--- config.mk ---
export PLATFORM = sky130hd
export DESIGN_NAME = reflet_pwm_multi
export DESIGN_NICKNAME = d
export VERILOG_FILES = /design/src/rtl/reflet_pwm_multi.sv
export SDC_FILE = /design/constraint.sdc
export NUM_CORES = 1
export LEC_CHECK = 0
export ABC_CLOCK_PERIOD_IN_PS = 3900
export BUFFER_PORTS_ARGS = -buffer_cell sky130_fd_sc_hd__buf_4
export CAP_MARGIN = 20
export CORE_ASPECT_RATIO = 2
export CORE_MARGIN = 8
export CORE_UTILIZATION = 58
export CTS_CLUSTER_DIAMETER = 50
export DETAILED_ROUTE_END_ITERATION = 8
export GPL_ROUTABILITY_DRIVEN = 0
export MAX_ROUTING_LAYER = met4
export PLACE_DENSITY = 0.81
export SLEW_MARGIN = 0
export SYNTH_ARGS = -nofsm -noshare
export SYNTH_HDL_FRONTEND = slang
export SYNTH_SLANG_ARGS = --single-unit
--- constraint.sdc ---
create_clock -name clk -period 3.9 [get_ports clk]
set_input_delay 0.78 -clock clk [delete_from_list [all_inputs] [get_ports clk]]
set_output_delay 0.78 -clock clk [all_outputs]
set_load 0.1 [all_outputs]
--- src/rtl/reflet_pwm_multi.sv ---
// Multi-channel PWM: shared prescaled up/edge or up-down/center counter, per-channel compare, shadowed config.
// Latency: counter value drives out one clk later; update_ack/period_start pulse one clk after the boundary load.
// Backpressure: none; update requests are latched as pending and absorbed until the next period boundary.
module reflet_pwm_multi #(
   parameter int WIDTH           = 8,
   parameter int CHANNELS        = 4,
   parameter int PRESCALER_WIDTH = 8
) (
   input  logic                      clk,
   input  logic                      reset,
   input  logic                      enable,
   input  logic [PRESCALER_WIDTH-1:0] prescaler,
   input  logic [WIDTH-1:0]          max,
   input  logic                      center_mode,
   input  logic [CHANNELS*WIDTH-1:0] duty_cycle,
   input  logic [CHANNELS-1:0]       invert,
   input  logic                      update,
   output logic                      update_ack,
   output logic                      period_start,
   output logic [CHANNELS-1:0]       out
);

   logic [PRESCALER_WIDTH-1:0] pre_cnt_q, pre_cnt_d;
   logic [WIDTH-1:0]           cnt_q, cnt_d;
   logic                       dir_q, dir_d;       // 0 = counting up, 1 = counting down
   logic [WIDTH-1:0]           max_a_q;
   logic                       center_a_q;
   logic [CHANNELS*WIDTH-1:0]  duty_a_q;
   logic                       pending_q, pending_d;
   logic [CHANNELS-1:0]        out_q, out_d;
   logic                       ack_q;
   logic                       ps_q, ps_d;
   logic                       en_q;               // enable seen at the previous edge
   logic                       start_q;            // counter wrapped to 0 at the previous edge
   logic                       load_q;             // active registers loaded at the previous edge
   logic                       tick;
   logic                       boundary;
   logic                       load;
   logic [CHANNELS-1:0]        raw;

   // Next-state for prescaler, counter, shadow load and output levels
   always_comb begin
      tick      = enable && (pre_cnt_q >= prescaler);
      pre_cnt_d = '0;
      cnt_d     = cnt_q;
      dir_d     = dir_q;
      boundary  = 1'b0;
      raw       = '0;

      if (enable && !tick)
         pre_cnt_d = pre_cnt_q + 1'b1;

      if (!enable) begin
         cnt_d = '0;
         dir_d = 1'b0;
      end else if (tick) begin
         if (max_a_q == '0) begin
            // Degenerate period: every tick is a period boundary so pending loads still happen
            cnt_d    = '0;
            boundary = 1'b1;
         end else if (!center_a_q) begin
            if (({1'b0, cnt_q} + 1'b1) >= {1'b0, max_a_q}) begin
               cnt_d    = '0;
               boundary = 1'b1;
            end else begin
               cnt_d = cnt_q + 1'b1;
            end
         end else begin
            if (dir_q || (cnt_q >= max_a_q)) begin
               cnt_d = cnt_q - 1'b1;
               dir_d = 1'b1;
            end else begin
               cnt_d = cnt_q + 1'b1;
            end
            // Reaching 0 on the way down closes the period and turns the counter back up
            if (dir_d && (cnt_d == '0)) begin
               dir_d    = 1'b0;
               boundary = 1'b1;
            end
         end
      end

      load      = (pending_q || update) && (boundary || !enable);
      pending_d = (pending_q || update) && !load;
      if (load) begin
         cnt_d = '0;
         dir_d = 1'b0;
      end

      for (int n = 0; n < CHANNELS; n++)
         raw[n] = cnt_q < duty_a_q[n*WIDTH +: WIDTH];

      out_d = enable ? (raw ^ invert) : invert;
      ps_d  = enable && (start_q || !en_q);
   end

   // State registers and registered outputs, cleared asynchronously
   always_ff @(posedge clk or posedge reset) begin
      if (reset) begin
         pre_cnt_q  <= '0;
         cnt_q      <= '0;
         dir_q      <= 1'b0;
         max_a_q    <= '0;
         center_a_q <= 1'b0;
         duty_a_q   <= '0;
         pending_q  <= 1'b0;
         out_q      <= '0;
         ack_q      <= 1'b0;
         ps_q       <= 1'b0;
         en_q       <= 1'b0;
         start_q    <= 1'b0;
         load_q     <= 1'b0;
      end else begin
         pre_cnt_q <= pre_cnt_d;
         cnt_q     <= cnt_d;
         dir_q     <= dir_d;
         pending_q <= pending_d;
         out_q     <= out_d;
         ps_q      <= ps_d;
         en_q      <= enable;
         start_q   <= enable && boundary;
         load_q    <= load;
         ack_q     <= load_q;
         if (load) begin
            max_a_q    <= max;
            center_a_q <= center_mode;
            duty_a_q   <= duty_cycle;
         end
      end
   end

   assign out          = out_q;
   assign update_ack   = ack_q;
   assign period_start = ps_q;

endmodule

======== Yosys cells after proc, flatten, opt, wreduce, memory -nomap -nowiden ========
Index checks and enable logic that the tools add are counted.
word-level totals
  bits in registers ....................... 68
  output and inout bits ................... 6
  logic and storage cells ................. 76
operators by class
  add/sub/neg operators ................... 4
  $lt $le $gt $ge ......................... 7
  equal/unequal tests ..................... 3
  mux-type cells .......................... 30
  bitwise operators ....................... 1
  reductions and logical operators ........ 18
operators with widths
  kind                   number
  $mux W8                12
  $lt A8 B8 Y1           4
  $mux W1                17
  $add A8 B1 Y8 const B  2
  $ge A8 B8 Y1           2
  $logic_not A8 Y1       2
  $add A8 B1 Y9 const B  1
  $ge A9 B8 Y1           1
  $sub A8 B1 Y8 const B  1
  $logic_and A1 B1 Y1    7
  $ne A3 B1 Y1 const B   2
  $logic_not A1 Y1       4
  $logic_or A1 B1 Y1     4
  $mux W4                1
  $xor A4 B4 Y4          1
  $ne A3 B3 Y1 const B   1
  $reduce_and A3 Y1      1

======== Longest topological paths before layout ========
Gate-level depths: netlist (run 1).
  word-level depth ........................ 18
  depth in mapped cells ................... 14
  mapped depth without buffers ............ 12

======== Worst setup path before layout (run 1) ========
OpenSTA, ideal clock, no wires.
  kind .................................... flip-flop to flip-flop
  start ................................... reg cnt_q[0]
  end ..................................... reg duty_a_q[27]
  arrival time ............................ 3.086 ns
  setup slack ............................. 0.689 ns
  stages on the path, launching flop included .. 12
  buffers on the path ..................... 2
  period minus slack after synthesis ...... 3.211 ns
  cell sequence ........................... dfrtp_1 > clkbuf_1 > inv_1 > ha_1 > nor3b_1 > mux2_2 > o32a_1 > nor4_4 > nand3b_2 > a41oi_4 > buf_6 > mux2_2
between the ends
  longest elaborated chain between the ends .. 16
  elaborated cells between the ends (all ways) .. 26
  classes of those cells .................. 3 x add/sub; 2 x order compare; 16 x mux; 5 x reduce/logical
RTL lines
  what                     line  text
  from (decl)              24    logic [WIDTH-1:0] cnt_q, cnt_d;
  from (signal assigned)   115   cnt_q <= cnt_d;
  $ge A8 B8 Y1             69    if (dir_q || (cnt_q >= max_a_q)) begin
  $logic_or A1 B1 Y1       69
  $mux W8                  69
  $mux W8                  61    end else if (!center_a_q) begin
  $mux W8                  57    if (max_a_q == '0) begin
  $mux W8                  56    end else if (tick) begin
  $mux W8                  53    if (!enable) begin
  $logic_not A8 Y1         76    if (dir_d && (cnt_d == '0)) begin
  $logic_and A1 B1 Y1      76
  $mux W1                  76
  $mux W1 (*)              61
  $mux W1 (*)              57
  $mux W1 (*)              56
  $mux W1 (*)              53
  $logic_or A1 B1 Y1 (*)   83    load = (pending_q || update) && (boundary || !enable);
  $logic_and A1 B1 Y1 (*)  83
  to (signal assigned)     127   duty_a_q <= duty_cycle;
  to (decl)                28    logic [CHANNELS*WIDTH-1:0] duty_a_q;
Every way passes the cells marked *; elsewhere a longest branch is shown, timed or not. The select of a mux whose other input is x is not followed.
A chain may end at the register's enable or synchronous reset.

======== Worst setup path after layout (run 1) ========
  start ................................... reg cnt_q[1]
  end ..................................... reg max_a_q[0]
between the ends
  longest elaborated chain between the ends .. 16
  elaborated cells between the ends (all ways) .. 26
  classes of those cells .................. 3 x add/sub; 2 x order compare; 16 x mux; 5 x reduce/logical
RTL lines
  what                     line  text
  $ge A8 B8 Y1             69
  $logic_or A1 B1 Y1       69
  $mux W8                  69
  $mux W8                  61
  $mux W8                  57
  $mux W8                  56
  $mux W8                  53
  $logic_not A8 Y1         76
  $logic_and A1 B1 Y1      76
  $mux W1                  76
  $mux W1 (*)              61
  $mux W1 (*)              57
  $mux W1 (*)              56
  $mux W1 (*)              53
  $logic_or A1 B1 Y1 (*)   83
  $logic_and A1 B1 Y1 (*)  83
  to (signal assigned)     125   max_a_q <= max;
  to (decl)                26    logic [WIDTH-1:0] max_a_q;
Marks and branches as above.

==> metrics.md, run 1 <==
| Metric | Value |
|---|---|
| Worst path max stage delay | 590 ps |
| Number of hold buffers added after cts | 0 |
| Worst R2R End | max_a_q[0] |
| Post-Place Cells | 579 |
| Seq pwr share | 0.409 |
| WP buf/inv | 2 |
| Die Area | between 10000 and 15000 µm² |
| Final max-slew violation count | 0 |
| Seq/Total Area, Yosys | 0.3834 |
| CTS tree | done |
| Clk slew on worst S/H paths | around 50 ps |
| Cell Area, Synth | 4438 µm² |
| Maxcap violations | 0 |
| N_diodes | 0 |
| Initial antenna violation count | 0 |
| Area taken by multi-input logic gates | 2435 µm² |
| Die X | between 70 and 80 µm |
| CTS Sinks | 68 |
| Final clock skew | 6.321 ps |
| First-pass GRT wire length | 17.22 mm |
| Max VDD drop | 0.0003199 V |
| Vias per std cell | 5.766 |
| H-tree depth | 3 |
| Mapped Cells | about 430 |
| Worst Hold End | update_ack |
| Worst EP arrival | 3670 ps |
| Worst hold slack | 349.7 ps |
| Setup slack, reg-to-reg | around 450 ps |
| Worst-Skew Late Latency | 340 ps |
| Sw Share | 0.2746 |
| Post-DP HPWL | 7.376 mm |
| Top FF cell, synth | dfrtp_1 |
| Drt pass-1 iters | 5 |
| Status | completed |
| Share of layout cells above drive strength 1 | 0.2780 |
| Post-Syn Nets | 540 |
| Routed len/inst | 16.93 µm |
| Tmin final | 3453 ps |
| Design area | around 5300 µm² |
| Hold Crit Class | flip-flop to flip-flop |
| # resized after CTS | 0 |
| PwrDens | between 400 and 500 nW/µm² |
| Post-route insts no fill | a little under 600 |
| Switching Power | 597.5 µW |
| Hold Crit Start | load_q |
| Final hold vios | 0 |
| Critical path's top delay family | compound AO/OA/AOI/OAI gates |
| Nets | 609 |
| Overflow after GRT | 0 |
| Yosys reg bits | 68 |
| Setup crit start kind | flip-flop |
| RSZ-0062 raised after global routing | false |
| Synth cell types | about 50 |
| Post-synth EDFFs | 0 |
| Num rows | 45 |
| Worst setup startpoint | cnt_q[1] |
| CP cell instances | ha_1, nand3_1, xor2_1, inv_1, ha_1, a211oi_1, nor2_1, a311oi_1, nand2_1, nand2_1, a41oi_4, buf_12, mux2_1 |
| Storage element area | 1702 µm² |
| Antenna Nets Post-Route | 0 |
| DR iter-0 viols | 216 |
| Reg2reg path depth | 13 |
| Commonest non-fill, non-tap cell in the layout | buf_4 |
| Slew @ Worst Pin | 751.3 ps |
| Critical Path RT | 4110 ps |
| Final worst slack | 446.7 ps |
| Clock power frac | 0.369 |
| Dpl cell area | roughly 5000 µm² |
| Yosys warnings | 0 |
| Root buf cell | clkbuf_16 |
| Crit path capture type | flip-flop |
| Critical path's slowest cell | dfrtp_1 |
| Area growth syn-to-layout | 19.99% |
| DRT Wirelength | 10.06 mm |
| Int Power | 1.578 mW |
| Setup violators final | 0 |
| Mean Syn Cell Area | just over 10 µm² |
| CP Class | flip-flop to flip-flop |
| Buffers on Ports | 62 |
| Vias in the first global route | 3655 |
| Final core occ | 0.7111 |
| Most frequent cells in the layout | buf_4, dfrtp_1, ha_1 |
| Worst-path maximum fanout | 41 |
| Dpl ws | 473.2 ps |
| Overall power | 2.176 mW |
| Hold Path Depth | 0 |
| IO Pins | 63 |
| Largest net degree at the start of global routing | 54 |
| Die height | 139.7 µm |
| Relative slew margins | 0.4939 |
| Filler instances | 594 |
| R2R Path Start | cnt_q[1] |
| Post-CTS Setup Bufs | 0 |
| Fmax | between 200 and 300 MHz |
| Static Leak | 2.811 nW |
| DR vias | about 3.4k |
| Total core area | 7488 µm² |
| FFs w/ async S/R, synth | 1.000 |
| Combinational share of power | 0.222 |
| Fin crit share | 0.8855 |
| TritonCTS buffer count | 9 |
| Initial core utilization | 0.5926 |
| DRC errors left | 0 |
| Final setup TNS | 0 ps |
| GRT Total Usage | 0.2009 |
| Clock Path Buffers | 2 |
-- routing by layer --
metal	global-route usage	part of all wire	wire length (µm)
met1	0.2285	0.41	4083
met2	0.3307	0.52	5199
met3	0.03935	0.055	556
met4	0.08818	0.022	219
met5	-	0	0
-- state kept, by name, indices dropped and copies added, names as in the netlist, 4 cells and up --
name / count
max_a_q: 8
pre_cnt_q: 8
duty_a_q: 32
cnt_q: 8
out: 4
-- worst reg2reg max path: cells and delay by family, from the launching register on --
family / cells / cell delay [ps]
AND/OR/NAND/NOR: 4 / 540
buffers and inverters: 2 / 320
flip-flops: 1 / 590
XOR/XNOR: 1 / 210
multiplexers: 1 / 350
AO/OA/AOI/OAI: 3 / 710
adder cells (fa/ha/maj): 2 / 590
-- power by group through the flow --
stage	logic, mW	clock network, mW	registers [mW]
6_report	0.483	0.803	0.889
5_1_grt	0.545	0.840	0.904
4_1_cts	0.487	0.816	0.889
3_5_place_dp	0.481	0	0.898
3_3_place_gp	0.459	0	0.893
2_1_floorplan	0.314	0	0.919
-- logic make-up after synthesis --
logic type / share of synthesized area
multiplexers: 0.1178
buffers and inverters: 0.06794
AND/OR/NAND/NOR: 0.1178
AO/OA/AOI/OAI: 0.1145
flip-flops: 0.3834
XOR/XNOR: 0.04342
adder cells (fa/ha/maj): 0.1551
-- worst max-delay path by stage --
stage,endpoint,slack (ps),depth (start not counted)
4_1_cts,duty_a_q[31],450,10
6_report,max_a_q[0],450,13
5_1_grt,max_a_q[0],230,13
3_3_place_gp,max_a_q[1],520,10
3_5_place_dp,duty_a_q[29],470,10
2_1_floorplan,duty_a_q[27],690,11
-- cells in the mapped netlist, drive strengths merged, types with 2 or more instances --
| library cell | n | area [µm²] |
|---|---|---|
| a221oi | 2 | 17.52 |
| a21boi | 2 | 15.01 |
| nor3b | 4 | 30.03 |
| and2 | 2 | 12.51 |
| a41oi | 3 | 45.05 |
| a311oi | 5 | 43.79 |
| nand2b | 7 | 43.79 |
| a31oi | 6 | 43.79 |
| a21oi | 5 | 25.02 |
| nor2 | 21 | 78.83 |
| a32o | 3 | 30.03 |
| o21ai | 17 | 85.08 |
| or3 | 2 | 12.51 |
| nor2b | 6 | 37.54 |
| a21o | 8 | 60.06 |
| mux2 | 42 | 473.0 |
| mux2i | 5 | 50.05 |
| nand3 | 17 | 85.08 |
| dfrtp | 68 | 1702 |
| o211ai | 3 | 22.52 |
| and3 | 7 | 43.79 |
| xor2 | 12 | 105.1 |
| nor4 | 3 | 33.78 |
| clkbuf | 8 | 30.03 |
| ha | 55 | 688.2 |
| xnor2 | 10 | 87.58 |
| a211oi | 2 | 15.01 |
| inv | 55 | 206.5 |
| or2 | 7 | 43.79 |
| buf | 7 | 65.05 |
| nand2 | 14 | 52.55 |
| nand4 | 2 | 12.51 |
| o22ai | 3 | 18.77 |
| nor3 | 3 | 15.01 |
| a211o | 4 | 35.03 |
-- cell type report --
| cell class | count | area share |
|---|---|---|
| Multi-Input combinational cell | 290 | 0.4572 |
| Sequential cell | 68 | 0.3195 |
| Timing Repair Buffer | 73 | 0.1076 |
| Clock buffer | 12 | 0.04817 |
| Inverter | 55 | 0.03877 |
| Tap cell | 94 | 0.02209 |
| Clock inverter | 2 | 0.006579 |
Power figures use the tool's default switching activity.
==> inputs of run 2 (changes only) <==
- PLACE_DENSITY: 0.81 -> default
- PLACE_DENSITY_LB_ADDON: default -> 0.08
==> run 2 against run 1 <==
Effect of this change:
- via count is 0.38% higher
- clock skew increased by 1.4 ps
- count of clock-buffer cells in the layout shrank 3
- die area is the same
- fmax shrank 5.7%
==> metrics.md, run 2 (same netlist as run 1, synthesis figures left out) <==
| Metric | Value |
|---|---|
| Status | completed |
| Antenna Nets Post-Route | 0 (unchanged) |
| CTS Sinks | 68 (unchanged) |
| Max VDD drop | 0.0003901 V (+22%) |
| Critical Path RT | 4110 ps (about the same) |
| Largest net degree at the start of global routing | 42 (-22%) |
| Setup crit start kind | flip-flop |
| Maxcap violations | 0 (unchanged) |
| Final max-slew violation count | 0 (unchanged) |
| Nets | 608 (-0.16%) |
| Filler instances | 567 (-4.5%) |
| Total core area | 7488 µm² (unchanged) |
| DR vias | 3438 (+0.38%) |
| CTS tree | done |
| First-pass GRT wire length | 17.08 mm (-0.80%) |
| Most frequent cells in the layout | buf_4, dfrtp_1, ha_1 |
| DRC errors left | 0 (unchanged) |
| Dpl ws | 250.2 ps (-223.0 ps) |
| Die height | 139.7 µm (unchanged) |
| GRT Total Usage | 0.2016 (+0.0007378) |
| Vias per std cell | 5.778 (+0.21%) |
| Num rows | 45 (unchanged) |
| Vias in the first global route | 3606 (-1.3%) |
| Dpl cell area | 5001 µm² (-0.25%) |
| Hold Crit Class | flip-flop to flip-flop |
| Clock power frac | 0.370 (about the same) |
| Post-route insts no fill | 595 (+0.17%) |
| Final worst slack | 238.4 ps (-208.4 ps) |
| CP Class | flip-flop to flip-flop |
| Area growth syn-to-layout | 19.51% |
| Sw Share | 0.2897 (+0.01507) |
| IO Pins | 63 (unchanged) |
| Design area | 5304 µm² (-0.40%) |
| Slew @ Worst Pin | 683.9 ps (-67.40 ps) |
| Crit path capture type | flip-flop |
| Register with the most flip-flops | duty_a_q |
| Initial core utilization | 0.5926 (unchanged) |
| Buffers on Ports | 62 (unchanged) |
| Combinational share of power | 0.222 (about the same) |
| Die Area | 10880 µm² (unchanged) |
| Max reg flops | 32 (unchanged) |
| N_diodes | 0 (unchanged) |
| Static Leak | 2.789 nW (-0.80%) |
| Switching Power | 632.0 µW (+5.8%) |
| Setup violators final | 0 (unchanged) |
| DR iter-0 viols | 276 (+28%) |
| Post-Place Cells | 579 (unchanged) |
| Drt pass-1 iters | 4 (-1) |
| Worst hold slack | 354.7 ps (+4.952 ps) |
| Seq pwr share | 0.408 (about the same) |
| Worst EP arrival | 3870 ps (+200 ps) |
| H-tree depth | 3 (unchanged) |
| Clock Path Buffers | 2 (unchanged) |
| Worst-Skew Late Latency | 340 ps (about the same) |
| Commonest non-fill, non-tap cell in the layout | buf_4 |
| Fin crit share | 0.9389 (+0.05343) |
| Root buf cell | clkbuf_16 |
| Final core occ | 0.7083 (-0.002840) |
| Post-DP HPWL | 7.683 mm (+4.2%) |
| Relative slew margins | 0.5393 (+0.04541) |
| PwrDens | 411.3 nW/µm² (+0.67%) |
| Overflow after GRT | 0 (unchanged) |
| Int Power | 1.549 mW (-1.8%) |
| Overall power | 2.181 mW (+0.27%) |
| Final hold vios | 0 (unchanged) |
| Number of hold buffers added after cts | 0 (unchanged) |
| Final setup TNS | 0 ps (unchanged) |
| Final clock skew | 7.703 ps (+1.382 ps) |
| Worst-path maximum fanout | 41 (unchanged) |
| Routed len/inst | 17.48 µm (+3.2%) |
| DRT Wirelength | 10.40 mm (+3.4%) |
| Clk slew on worst S/H paths | 60 ps (about the same) |
| Initial antenna violation count | 0 (unchanged) |
| RSZ-0062 raised after global routing | false |
| Share of layout cells above drive strength 1 | 0.2854 (+0.007429) |
| Tmin final | 3662 ps (+208.4 ps) |
| TritonCTS buffer count | 9 (unchanged) |
| Die X | 77.86 µm (unchanged) |
| Fmax | 273.1 MHz (-5.7%) |
run 2: worst paths after layout:
path                       depth (start not counted)  startpoint            to  slack (ps)
max                                               10    cnt_q[0]   duty_a_q[4]         240
min                                                0      load_q    update_ack         350
max reg2reg                                       10    cnt_q[0]   duty_a_q[4]         240
min reg2reg                                        0      load_q    update_ack         350
max in group asynchronous                          3       reset      cnt_q[1]        2420
min in group asynchronous                          2       reset  duty_a_q[20]         550
run 2: repair_timing:
action	in CTS	in global routing
setup buffers	0	0
setup endpoints to repair	0	18
resized for setup	0	2
run 2: cell type report:
| type | instances | area (µm²) | area share |
|---|---|---|---|
| sequential | 68 | 1704 | 0.3213 |
| tap | 94 | 117.6 | 0.02218 |
| clock buffer | 9 | 225.2 | 0.04246 |
| timing repair buffer | 72 | 540.5 | 0.1019 |
| multi-input combinational | 290 | 2435 | 0.4591 |
| inverter | 55 | 206.4 | 0.03892 |
| clock inverter | 7 | 75.07 | 0.01415 |
run 2: power by group through the flow:
stage          Clock (mW)  Combinational, mW  Sequential (mW)
2_1_floorplan           0              0.314            0.919
3_3_place_gp            0              0.451            0.895
3_5_place_dp            0              0.482            0.901
4_1_cts             0.822              0.489            0.890
5_1_grt             0.851              0.539            0.905
6_report            0.808              0.484            0.890
run 2: routing by layer:
layer	vias up	track usage	routed length, µm
met5	-	-	0
met4	0	0.08517	271
met3	24	0.04903	573
met2	117	0.3249	5306
met1	1655	0.2311	4250
li1	1642	-	-
run 2: critical path: stages, from the launching register on:
cell and delay [ps]:
dfrtp_2 510, inv_1 150, ha_1 250, nor3b_1 230
mux2_2 360, o32a_1 360, nor4_4 320, nand3b_2 200
a41oi_4 250, buf_4 470, mux2_2 410
==> inputs of run 3 (changes only) <==
- ABC_CLOCK_PERIOD_IN_PS: 3900 -> 2900
- CORE_UTILIZATION: 58 -> 52
- clock period: 3.9 -> 2.9 ns (I/O delays scaled with it)
==> run 3 against run 2 <==
Effect of this change:
- the flow now finishes with violations (setup timing)
- core utilization decreased by 1.6 points
- critical path depth is the same
- final cell count rose by 6.2%
- setup slack worse by 340 ps
- die area is 9.6% higher
- power grew 32%
- global-route usage is 0.13 points higher
- first-iteration DRC count down 53%
- clock skew down 1.3 ps
- count of clock-buffer cells in the layout is the same
- largest power group unchanged
==> metrics.md, run 3 (same netlist as run 1, synthesis figures left out) <==
| Metric | Value |
|---|---|
| Maxcap violations | 0 (unchanged) |
| Area growth syn-to-layout | 29.35% |
| Dpl ws | -132.3 ps (-382.5 ps) |
| Clock Path Buffers | 2 (unchanged) |
| Die height | 146.7 µm (+5.0%) |
| Setup crit start kind | flip-flop |
| DRT Wirelength | 11.00 mm (+5.7%) |
| Initial antenna violation count | 0 (unchanged) |
| TritonCTS buffer count | 9 (unchanged) |
| Num rows | 47 (+4.4%) |
| Fin crit share | 1.035 (+0.09608) |
| Final worst slack | -101.4 ps (-339.8 ps) |
| Worst-Skew Late Latency | 340 ps (about the same) |
| Drt pass-1 iters | 4 (unchanged) |
| Total core area | 8292 µm² (+11%) |
| Post-DP HPWL | 8.398 mm (+9.3%) |
| Nets | 641 (+5.4%) |
| RSZ-0062 raised after global routing | true |
| Fmax | 333.2 MHz (+22%) |
| Max VDD drop | 0.0003924 V (+0.58%) |
| DR vias | 3505 (+1.9%) |
| Initial core utilization | 0.5352 (-0.05741) |
| PwrDens | 501.8 nW/µm² (+22%) |
| Static Leak | 2.987 nW (+7.1%) |
| CTS Sinks | 68 (unchanged) |
| Die Area | 11930 µm² (+9.6%) |
| Hold Crit Class | input port to async pin |
| Tmin final | 3001 ps (-660.2 ps) |
| DR iter-0 viols | 130 (-53%) |
| Die X | 81.33 µm (+4.5%) |
| CP Class | flip-flop to flip-flop |
| Most frequent cells in the layout | buf_4, dfrtp_1, ha_1 |
| DRC errors left | 0 (unchanged) |
| Worst-path maximum fanout | 30 (-27%) |
| Commonest non-fill, non-tap cell in the layout | buf_4 |
| Max reg flops | 32 (unchanged) |
| Vias per std cell | 5.546 (-4.0%) |
| Failing checks | setup timing |
| IO Pins | 63 (unchanged) |
| CTS tree | done |
| Final hold vios | 0 (unchanged) |
| Crit path capture type | flip-flop |
| Clk slew on worst S/H paths | 60 ps (about the same) |
| Routed len/inst | 17.41 µm (-0.44%) |
| Overflow after GRT | 0 (unchanged) |
| Worst EP arrival | 3220 ps (-650 ps) |
| N_diodes | 0 (unchanged) |
| Antenna Nets Post-Route | 0 (unchanged) |
| Buffers on Ports | 62 (unchanged) |
| Root buf cell | clkbuf_16 |
| Relative slew margins | 0.6765 (+0.1373) |
| Vias in the first global route | 3841 (+6.5%) |
| Largest net degree at the start of global routing | 48 (+14%) |
| Final clock skew | 6.389 ps (-1.313 ps) |
| Critical Path RT | 3120 ps (-990 ps) |
| First-pass GRT wire length | 18.09 mm (+5.9%) |
| Final core occ | 0.6923 (-0.01595) |
| H-tree depth | 3 (unchanged) |
| Final max-slew violation count | 0 (unchanged) |
| GRT Total Usage | 0.2029 (+0.001257) |
| Slew @ Worst Pin | 484.5 ps (-199.4 ps) |
| Share of layout cells above drive strength 1 | 0.3764 (+0.09098) |
| Setup violators final | 40 (+40) |
| Register with the most flip-flops | duty_a_q |
| Status | finished with violations |
## run 3: changes by cell type in the layout (fill, tap and decap cells not counted), sizes merged
cell,before,now
buf,72,105
bufinv,1,0
inv,56,57
## run 3: metal layers
layer	wire [µm]	up-vias	global-route usage
met5	0	-	-
met4	471	0	0.1153
met3	293	30	0.03506
met2	6190	73	0.3624
met1	4043	1704	0.1921
li1	-	1698	-
## run 3: layout make-up
cell class                      count  area [µm²]
Tap cell                           98       122.6
Clock buffer                        9       225.2
Timing Repair Buffer              105       835.8
Sequential cell                    68        1705
Inverter                           55       209.0
Multi-Input combinational cell    290        2592
Clock inverter                      7       50.05
Fill cell                         666        2551
## run 3: power breakdown
part | leakage, nW | internal [mW] | switching [mW]
clock network | 0.128 | 0.580 | 0.425
registers | 0.836 | 1.10 | 0.0929
logic | 2.02 | 0.346 | 0.338
## run 3: worst paths after layout
path	start	endpoint	slack [ps]	depth (start not counted)
worst min register to register	load_q	update_ack	350	0
max in group asynchronous	reset	cnt_q[1]	2020	3
worst max register to register	cnt_q[1]	duty_a_q[19]	-100	10
min in group clk	load_q	update_ack	350	0
worst min-delay path	reset	update_ack	270	2
worst max-delay path	cnt_q[1]	duty_a_q[19]	-100	10
## run 3: metrics by stage
step | power, mW | instance area [µm²] | hold slack (ps) | instances | setup TNS (ps)
4_1_cts | 2.903 | 5643 | 283.5 | 631 | -2244
6_report | 2.881 | 5741 | 267.7 | 632 | -3616
3_5_place_dp | 1.875 | 5248 | 340.4 | 604 | -4727
2_1_floorplan | 1.666 | 4517 | 331.2 | 428 | -128.7
5_1_grt | 3.046 | 5741 | 299.3 | 632 | -9544
3_3_place_gp | 1.842 | 5248 | 332.5 | 604 | -3578
## run 3: critical path, cell delays in order (launching register included)
cell,delay (ps)
dfrtp_2,440
inv_2,90
ha_4,140
nor3b_4,190
mux2_4,310
o32a_1,320
nor4_4,360
nand3b_4,120
a41oi_4,310
buf_12,240
mux2_2,360
## run 3: repair_timing
item	CTS	global route
hold endpoints to repair	0	0
resized for setup	14	20
buffers inserted	10	1
gates cloned	1	0
hold buffers	0	0
pin swaps	0	0
endpoints found under the setup margin	42	46
